===== config.mk =====
export PLATFORM = sky130hd
export DESIGN_NAME = sand_brush
export DESIGN_NICKNAME = d
export VERILOG_FILES = /design/src/rtl/sand_brush.sv
export SDC_FILE = /design/constraint.sdc
export NUM_CORES = 1
export LEC_CHECK = 0
export ABC_AREA = 1
export BUFFER_PORTS_ARGS = -buffer_cell sky130_fd_sc_hd__clkbuf_2
export CORE_AREA = 2 2 86 170
export DETAILED_ROUTE_END_ITERATION = 8
export DIE_AREA = 0 0 88 172
export PLACE_DENSITY = 0.63
export SYNTH_ARGS = -nofsm -noshare
export SYNTH_HDL_FRONTEND = slang
export SYNTH_SLANG_ARGS = --single-unit
export TNS_END_PERCENT = 1

===== constraint.sdc =====
create_clock -name clock -period 4.2 [get_ports clock]
set_input_delay 0.21 -clock clock [delete_from_list [all_inputs] [get_ports clock]]
set_output_delay 0.21 -clock clock [all_outputs]
set_load 0.01 [all_outputs]

===== src/rtl/sand_brush.sv =====
// sand_brush: expands one latched brush command (centre x/y, radius, particle
// type) into single-cell framebuffer writes. The engine walks a (2r+1)x(2r+1)
// window row by row, drops positions that fall off screen, and presents each
// surviving cell on a registered valid/ready write port.
//
// Build option: define SAND_BRUSH_DISK_EN to mask the window to a disk
// (dx^2 + dy^2 <= r^2 + r). Without it the full square is stamped. The scan
// always visits every window position, so cycle counts match in both builds.
module sand_brush #(
    parameter int WIDTH  = 32'd640,
    parameter int HEIGHT = 32'd480,
    parameter int ADDR_W = 32'd19
) (
    input  logic              clock,
    input  logic              reset_n,
    input  logic              start,
    input  logic [10:0]       write_x,
    input  logic [9:0]        write_y,
    input  logic [1:0]        write_radius,
    input  logic [1:0]        write_t,
    output logic              busy,
    output logic              done,
    output logic              mem_valid,
    input  logic              mem_ready,
    output logic [ADDR_W-1:0] mem_addr,
    output logic [1:0]        mem_data
);

    typedef enum logic [1:0] {
        IDLE = 2'd0,
        SCAN = 2'd1,
        DONE = 2'd2
    } state_t;

    state_t      state_r;
    logic [10:0] x_r;
    logic [9:0]  y_r;
    logic [1:0]  rad_r;
    logic [1:0]  t_r;
    // Window offsets in 3-bit two's complement (range -3..+3).
    logic [2:0]  dx_r;
    logic [2:0]  dy_r;

    // Position about to be presented: either the first one of a new command
    // (taken straight from the command inputs) or the successor in the scan.
    logic [10:0]       src_x_s;
    logic [9:0]        src_y_s;
    logic [1:0]        src_rad_s;
    logic [1:0]        src_t_s;
    logic [2:0]        nxt_dx_s;
    logic [2:0]        nxt_dy_s;
    logic              last_s;
    logic [15:0]       px_s;
    logic [15:0]       py_s;
    logic              in_x_s;
    logic              in_y_s;
    logic              mask_s;
    logic              pos_ok_s;
    logic [ADDR_W-1:0] addr_s;

`ifdef SAND_BRUSH_DISK_EN
    // Disk membership test on the window offsets.
    function automatic logic disk_pass(input logic [2:0] dx, input logic [2:0] dy,
                                       input logic [1:0] r);
        logic [2:0] ax;
        logic [2:0] ay;
        logic [4:0] sum;
        logic [4:0] lim;
        ax  = dx[2] ? (3'd0 - dx) : dx;
        ay  = dy[2] ? (3'd0 - dy) : dy;
        sum = ({2'd0, ax} * {2'd0, ax}) + ({2'd0, ay} * {2'd0, ay});
        lim = ({3'd0, r} * {3'd0, r}) + {3'd0, r};
        return (sum <= lim);
    endfunction
`endif

    // Select the source command and the next window offset in scan order.
    always_comb begin
        src_x_s   = x_r;
        src_y_s   = y_r;
        src_rad_s = rad_r;
        src_t_s   = t_r;
        nxt_dx_s  = dx_r;
        nxt_dy_s  = dy_r;
        last_s    = (dx_r == {1'b0, rad_r}) && (dy_r == {1'b0, rad_r});
        if (state_r == IDLE) begin
            src_x_s   = write_x;
            src_y_s   = write_y;
            src_rad_s = write_radius;
            src_t_s   = write_t;
            nxt_dx_s  = 3'd0 - {1'b0, write_radius};
            nxt_dy_s  = 3'd0 - {1'b0, write_radius};
        end else if (dx_r == {1'b0, rad_r}) begin
            nxt_dx_s = 3'd0 - {1'b0, rad_r};
            nxt_dy_s = dy_r + 3'd1;
        end else begin
            nxt_dx_s = dx_r + 3'd1;
            nxt_dy_s = dy_r;
        end
    end

    // Screen-space position, clipping, masking and cell address of the next position.
    always_comb begin
        px_s   = {5'd0, src_x_s} + {{13{nxt_dx_s[2]}}, nxt_dx_s};
        py_s   = {6'd0, src_y_s} + {{13{nxt_dy_s[2]}}, nxt_dy_s};
        in_x_s = (px_s[15] == 1'b0) && (px_s < 16'(WIDTH));
        in_y_s = (py_s[15] == 1'b0) && (py_s < 16'(HEIGHT));
`ifdef SAND_BRUSH_DISK_EN
        mask_s = disk_pass(nxt_dx_s, nxt_dy_s, src_rad_s);
`else
        mask_s = 1'b1;
`endif
        pos_ok_s = in_x_s && in_y_s && mask_s;
        addr_s   = (ADDR_W'(py_s) * ADDR_W'(WIDTH)) + ADDR_W'(px_s);
    end

    // Command FSM with registered status and write-port outputs.
    always_ff @(posedge clock or negedge reset_n) begin
        if (!reset_n) begin
            state_r   <= IDLE;
            x_r       <= 11'd0;
            y_r       <= 10'd0;
            rad_r     <= 2'd0;
            t_r       <= 2'd0;
            dx_r      <= 3'd0;
            dy_r      <= 3'd0;
            busy      <= 1'b0;
            done      <= 1'b0;
            mem_valid <= 1'b0;
            mem_addr  <= '0;
            mem_data  <= 2'd0;
        end else begin
            case (state_r)
                IDLE: begin
                    done <= 1'b0;
                    if (start) begin
                        state_r   <= SCAN;
                        x_r       <= write_x;
                        y_r       <= write_y;
                        rad_r     <= write_radius;
                        t_r       <= write_t;
                        dx_r      <= nxt_dx_s;
                        dy_r      <= nxt_dy_s;
                        busy      <= 1'b1;
                        mem_valid <= pos_ok_s;
                        if (pos_ok_s) begin
                            mem_addr <= addr_s;
                            mem_data <= src_t_s;
                        end
                    end
                end
                SCAN: begin
                    // A presented write stays put until the arbiter takes it.
                    if (mem_valid && !mem_ready) begin
                        state_r <= SCAN;
                    end else if (last_s) begin
                        state_r   <= DONE;
                        busy      <= 1'b0;
                        done      <= 1'b1;
                        mem_valid <= 1'b0;
                    end else begin
                        dx_r      <= nxt_dx_s;
                        dy_r      <= nxt_dy_s;
                        mem_valid <= pos_ok_s;
                        if (pos_ok_s) begin
                            mem_addr <= addr_s;
                            mem_data <= src_t_s;
                        end
                    end
                end
                DONE: begin
                    state_r <= IDLE;
                    done    <= 1'b0;
                end
                default: begin
                    state_r   <= IDLE;
                    busy      <= 1'b0;
                    done      <= 1'b0;
                    mem_valid <= 1'b0;
                end
            endcase
        end
    end

endmodule


* Word level (Yosys, flattened, before mapping)
Cells that the tools add are included.
** Storage, ports and cells
- Bits in registers :: 57
- Bits of input ports :: 29
- Output and inout port bits :: 24
- Word-level logic and storage cells :: 88
** Cells by class
- Add/sub/neg operators :: 7
- Multipliers :: 1
- Magnitude comparators :: 2
- Equal/unequal tests :: 9
- Muxes and demuxes :: 40
- Bitwise gates (word level) :: 3
- Reduce and logical (&&, ||, !) cells :: 14
** Operators by type and width (number)
- 2-to-1 mux 19 bit :: 4
- one-hot mux 19 bit (2 select lines) :: 1
- 2-to-1 mux 3 bit :: 10
- adder 19 x 16 -> 19 bit :: 1
- < comparator 16 x 10 -> 1 bit, second input constant :: 1
- < comparator 16 x 9 -> 1 bit, second input constant :: 1
- multiplier 16 x 3 -> 12 bit, second input constant :: 1
- 2-to-1 mux 2 bit :: 8
- adder 12 x 3 -> 13 bit :: 1
- adder 11 x 3 -> 12 bit :: 1
- one-hot mux 3 bit (2 select lines) :: 2
- 2-to-1 mux 11 bit :: 1
- 2-to-1 mux 10 bit :: 1
- 2-to-1 mux 1 bit :: 9
- inequality test 2 bit, second input constant :: 4
- one-hot mux 2 bit (2 select lines) :: 2
- AND reduction 4 bit :: 2
- adder 3 x 1 -> 3 bit, second input constant :: 2
- equality test 3 x 2 -> 1 bit :: 2
- one-hot mux 1 bit (3 select lines) :: 2
- AND reduction 2 bit :: 3
- subtractor 1 x 2 -> 3 bit, first input constant :: 2
- logical AND 1 bit :: 5
- inequality test 3 bit, second input constant :: 1
- 7 further kinds :: 9

* Depth between registers and ports, before layout
- Word-level depth :: 11
- Depth in mapped cells :: 35
- Depth with buffers taken out :: 35

* Least setup slack after synthesis
No wires, ideal clock.
- Path type :: register to register
- From :: register rad_r[1]
- To :: register mem_addr[18]
- Setup time :: 0.117 ns
- Arrival time :: 4.431 ns
- Data required time :: 4.083 ns
- Path slack :: -0.348 ns
- Cell stages (with the launch flop) :: 27
- Buffers on the path :: 0
- Period minus slack after synthesis :: 4.548 ns
- Cells stage by stage :: dfrtp_1 > xnor2_2 > nand3_1 > nand2_1 > nand3_2 > nand2_4 > inv_1 > ha_1 > or2_1 > nand2_1 > xnor2_1 > ha_1 > ha_1 > fa_1 > a31oi_1 > xor2_1 > inv_1 > ha_1 > nand2_1 > nor2_1 > nand3_1 > o2111ai_1 > nand2_1 > nor2_1 > nand3_1 > nand3_1 > nand2_1
** Between the ends
- Word-level cells in the longest chain between the ends :: 11
- Elaborated cells on any way between the ends :: 26
- Classes of those cells :: add/sub (4); mul (1); order compare (2); eq/ne (3); mux (9); bitwise (2); reduce/logical (5)
** Ends and longest elaborated chain
- from (decl) :: line 38 : logic [1:0] rad_r;
- from (signal assigned) :: line 140 : rad_r <= write_radius;
- equality test 3 x 2 -> 1 bit (*) :: line 93 : end else if (dx_r == {1'b0, rad_r}) begin
- 2-to-1 mux 3 bit (*) :: line 93
- 2-to-1 mux 3 bit (*) :: line 86 : if (state_r == IDLE) begin
- named net nxt_dy_s[2] :: line 51 : logic [2:0] nxt_dy_s;
- adder 11 x 3 -> 12 bit (*) :: line 105 : py_s = {6'd0, src_y_s} + {{13{nxt_dy_s[2]}}, nxt_dy_s};
- parallel branches: the longest is 3 deep, another holds adder 19 x 16 -> 19 bit
- 2-to-1 mux 19 bit (*) :: line 146, 165
- 2-to-1 mux 19 bit :: line 156 : end else if (last_s) begin
- 2-to-1 mux 19 bit :: line 154 : if (mem_valid && !mem_ready) begin
- one-hot mux 19 bit (2 select lines) (*) :: line 133 : case (state_r)
- to (signal assigned) :: line 147 : mem_addr <= addr_s;
- to (signal assigned) :: line 166 : mem_addr <= addr_s;
- to (decl) :: line 25 : output logic [ADDR_W-1:0] mem_addr,
Mark *: on every way through the listed nets, which the timed path passes. The select of a mux whose other input is x is not followed.
A chain may end at the register's enable or synchronous reset.

* Worst setup path after layout
- From :: register dx_r[1]
- To :: register mem_addr[18]
** Between the ends
- Word-level cells in the longest chain between the ends :: 11
- Elaborated cells on any way between the ends :: 25
- Classes of those cells :: add/sub (4); mul (1); order compare (2); eq/ne (2); mux (9); bitwise (2); reduce/logical (5)
** Ends and longest elaborated chain
- from (decl) :: line 41 : logic [2:0] dx_r;
- from (signal assigned) :: line 142 : dx_r <= nxt_dx_s;
- from (signal assigned) :: line 162 : dx_r <= nxt_dx_s;
- equality test 3 x 2 -> 1 bit (*) :: line 93
- 2-to-1 mux 3 bit (*) :: line 93
- 2-to-1 mux 3 bit (*) :: line 86
- named net nxt_dy_s[2] :: line 51
- adder 11 x 3 -> 12 bit (*) :: line 105
- parallel branches: the longest is 3 deep, another holds adder 19 x 16 -> 19 bit
- 2-to-1 mux 19 bit (*) :: line 146, 165
- 2-to-1 mux 19 bit :: line 156
- 2-to-1 mux 19 bit :: line 154
- one-hot mux 19 bit (2 select lines) (*) :: line 133
Marks and branches as above.

==> impl_results.md <==
- Outcome: finished, violations left
- Failing checks: setup timing
- Final Skew: 0.0107 ns
- Commonest cells post-synth: nand2_1, inv_1, o21ai_0
- Synth async-reset ratio: 1.00
- First-pass GRT wire length: roughly 24000 um
- Synthesized area: between 5000 and 6000 um^2
- Sink Count: 57
- Number of enable flip-flop cells after synthesis: 0
- Worst setup margin: -0.417 ns
- Most frequent CP cell: nand3_2
- Primary FF master, synth: dfrtp_1
- CTS max path bufs: 2
- Worst path arrival time: ~4.8 ns
- Cts bufs inserted: 9
- M2 GR Usage: 0.402
- R2R depth: 29
- CORE AREA: around 14000 um^2
- Layout overhead on the synthesized area: 47.1%
- Yosys warns: 0
- Htree depth: 3
- Synth area leader: dfrtp_1
- Area of the multi-input gates: between 3000 and 4000 um^2
- Routed WL: between 10000 and 15000 um
- Antenna diodes: 0
- Final antenna-violating net count: 0
- HP Class: in -> async
- Initial antenna violation count: 0
- CP max-delay cell: fa_2
- Die X: around 88 um
- Final setup vio count: 6
- Buf+Inv Stages, Crit Path: 6
- Crit-path leading delay family: adder cells
- Fin. Hold Viols: 0
- Setup CP Type: reg -> reg
- Syn_area_per_cell: just over 7 um^2
- Initial drt markers: 167
- RSZ-0062 raised after global routing: yes
- Final worst-path cycle share: 1.10
- Final hold slack: between 0.01 and 0.015 ns
- GR Util met1: 0.186
- DRC violations left: 0
- Share of cells above drive strength 1: 0.373
- Initial Util: 0.362
- HPWL Detailed: 11100 um
- Fillers: 1309
- Avg WL per Cell: 13.7 um
- Clk Latency, worst-skew pair: around 0.34 ns
- CTS clk-pin slew, worst paths: 0.06 ns
- Worst-Margin Slew: approximately 0.76 ns
- Critical Path Stages: 29
- 1st-pass router iterations: 5
- I/O Pins: 53
- Via count: ~5100
- Yosys cell types: 36
- Rows: between 60 and 70
- Setup slack after placement: -0.515 ns
- Mapped Nets: 793
- Vias per cell: ~4.8
- GR Util met3: 0.0348
- Fin crit period: roughly 4.6 ns
- Register area: 1430 um^2
- Busiest grt layer: met2
- Root buffer cell: clkbuf_16
- Final nets: 972
- Relative slew slack: 0.495
- Largest net degree at the start of global routing: 58
- Largest cells by area after synthesis: dfrtp_1, nand2_1, ha_1
- Die ar.: 15100 um^2
- Largest stage delay, worst path: 0.45 ns
- I/O Buffers: 52
- GP Congestion: between 0.9 and 1
- Die H: roughly 170 um
- Global Route Usage Sum: 0.204
- Cell with the most instances after synthesis: nand2_1
- Max Cap Violations: 0
- Max frequency: ~220 MHz
- CP Launch Type: register
- Fin cells: about 1100
- Register area share after synthesis: 0.285
- Flops & latches, synth: 57
- Pins Over Slew Limit: 0
- Placed Cells incl. Taps: approximately 1000
- CTS tree: yes
- CP endpoint kind: register
- Crit path required time: about 4.4 ns
- Vias in the first global route: between 5000 and 6000
- GRT Residual Overflow: 0
- Critical path fanouts, max: 6
- Mapped Cells: roughly 710
- Post-synth top area share: 0.285
[registers in the layout, indices dropped and copies added, names as in the netlist, 2 cells and up]
name / flops
x_r: 11
dy_r: 3
mem_addr: 19
y_r: 10
rad_r: 2
t_r: 2
dx_r: 3
state_r: 2
mem_data: 2
[layer usage]
layer	vias to the layer above	wire length, um
li1	2630	-
met1	2336	5190
met2	126	8280
met3	51	450
met4	0	828
met5	-	0
[kinds of logic (layout without fill, tap and decap cells)]
group | after synthesis | after routing | synth area share
AND/OR/NAND/NOR | 315 | 315 | 0.275
AO/OA/AOI/OAI | 129 | 129 | 0.147
buffers and inverters | 124 | 308 | 0.0976
adder cells (fa/ha/maj) | 57 | 57 | 0.149
flip-flops | 57 | 57 | 0.285
XOR/XNOR | 25 | 25 | 0.0468
[cell type report]
type	count	share of cell area
Sequential cell	57	0.194
Clock inverter	7	0.0141
Multi-Input combinational cell	526	0.498
Inverter	112	0.0576
Timing Repair Buffer	180	0.173
Tap cell	189	0.0321
Clock buffer	9	0.0306
[stage by stage]
stage	utilization	instance area, um^2	TNS [ns]
after floorplan	-	5060	-0.317
after global placement	0.456	6300	-1.92
after detailed placement	0.456	6300	-2.40
after CTS	0.522	7210	-0.773
after global routing	0.533	7360	-3.18
final	0.533	7360	-1.72
[final timing paths]
| path | from | end | slack, ns |
|---|---|---|---|
| worst max-delay path | dx_r[1]$_DFFE_PN0P_ | mem_addr[18]$_DFFE_PN0P_ | -0.42 |
| worst max register to register | dx_r[1]$_DFFE_PN0P_ | mem_addr[18]$_DFFE_PN0P_ | -0.42 |
| max in group asynchronous | reset_n | y_r[2]$_DFFE_PN0P_ | 3.67 |
| worst min register to register | mem_addr[17]$_DFFE_PN0P_ | mem_addr[17]$_DFFE_PN0P_ | 0.48 |
| worst min-delay path | reset_n | mem_valid$_DFFE_PN0P_ | 0.01 |
| min in group clock | write_y[9] | y_r[9]$_DFFE_PN0P_ | 0.10 |
[layout by cell type, fill, tap and decap left out, drive strengths merged]
cell / netlist / routed
nand2: 226 / 226
buf: 4 / 128
inv: 112 / 112
o21ai: 86 / 86
clkbuf: 8 / 61
dfrtp: 57 / 57
ha: 53 / 53
nand3: 40 / 40
nor2: 37 / 37
a21oi: 31 / 31
xnor2: 13 / 13
xor2: 12 / 12
nand4: 9 / 9
fa: 4 / 4
o22ai: 3 / 3
clkinvlp: 0 / 3
a21o: 2 / 2
o21bai: 2 / 2
bufinv: 0 / 2
clkinv: 0 / 2
or2: 2 / 2
o2111ai: 2 / 2
nor3: 1 / 1
o21a: 1 / 1
a31oi: 1 / 1
a22oi: 1 / 1
[what timing repair did]
item,4_1_cts,5_1_grt
resized for setup,84,24
setup endpoints to repair,7,9
pin swaps,49,41
hold buffers,0,0
buffers inserted,14,8
Power is not shown: default switching activity piles up to over one toggle a cycle in this logic, so the estimate is an artifact.
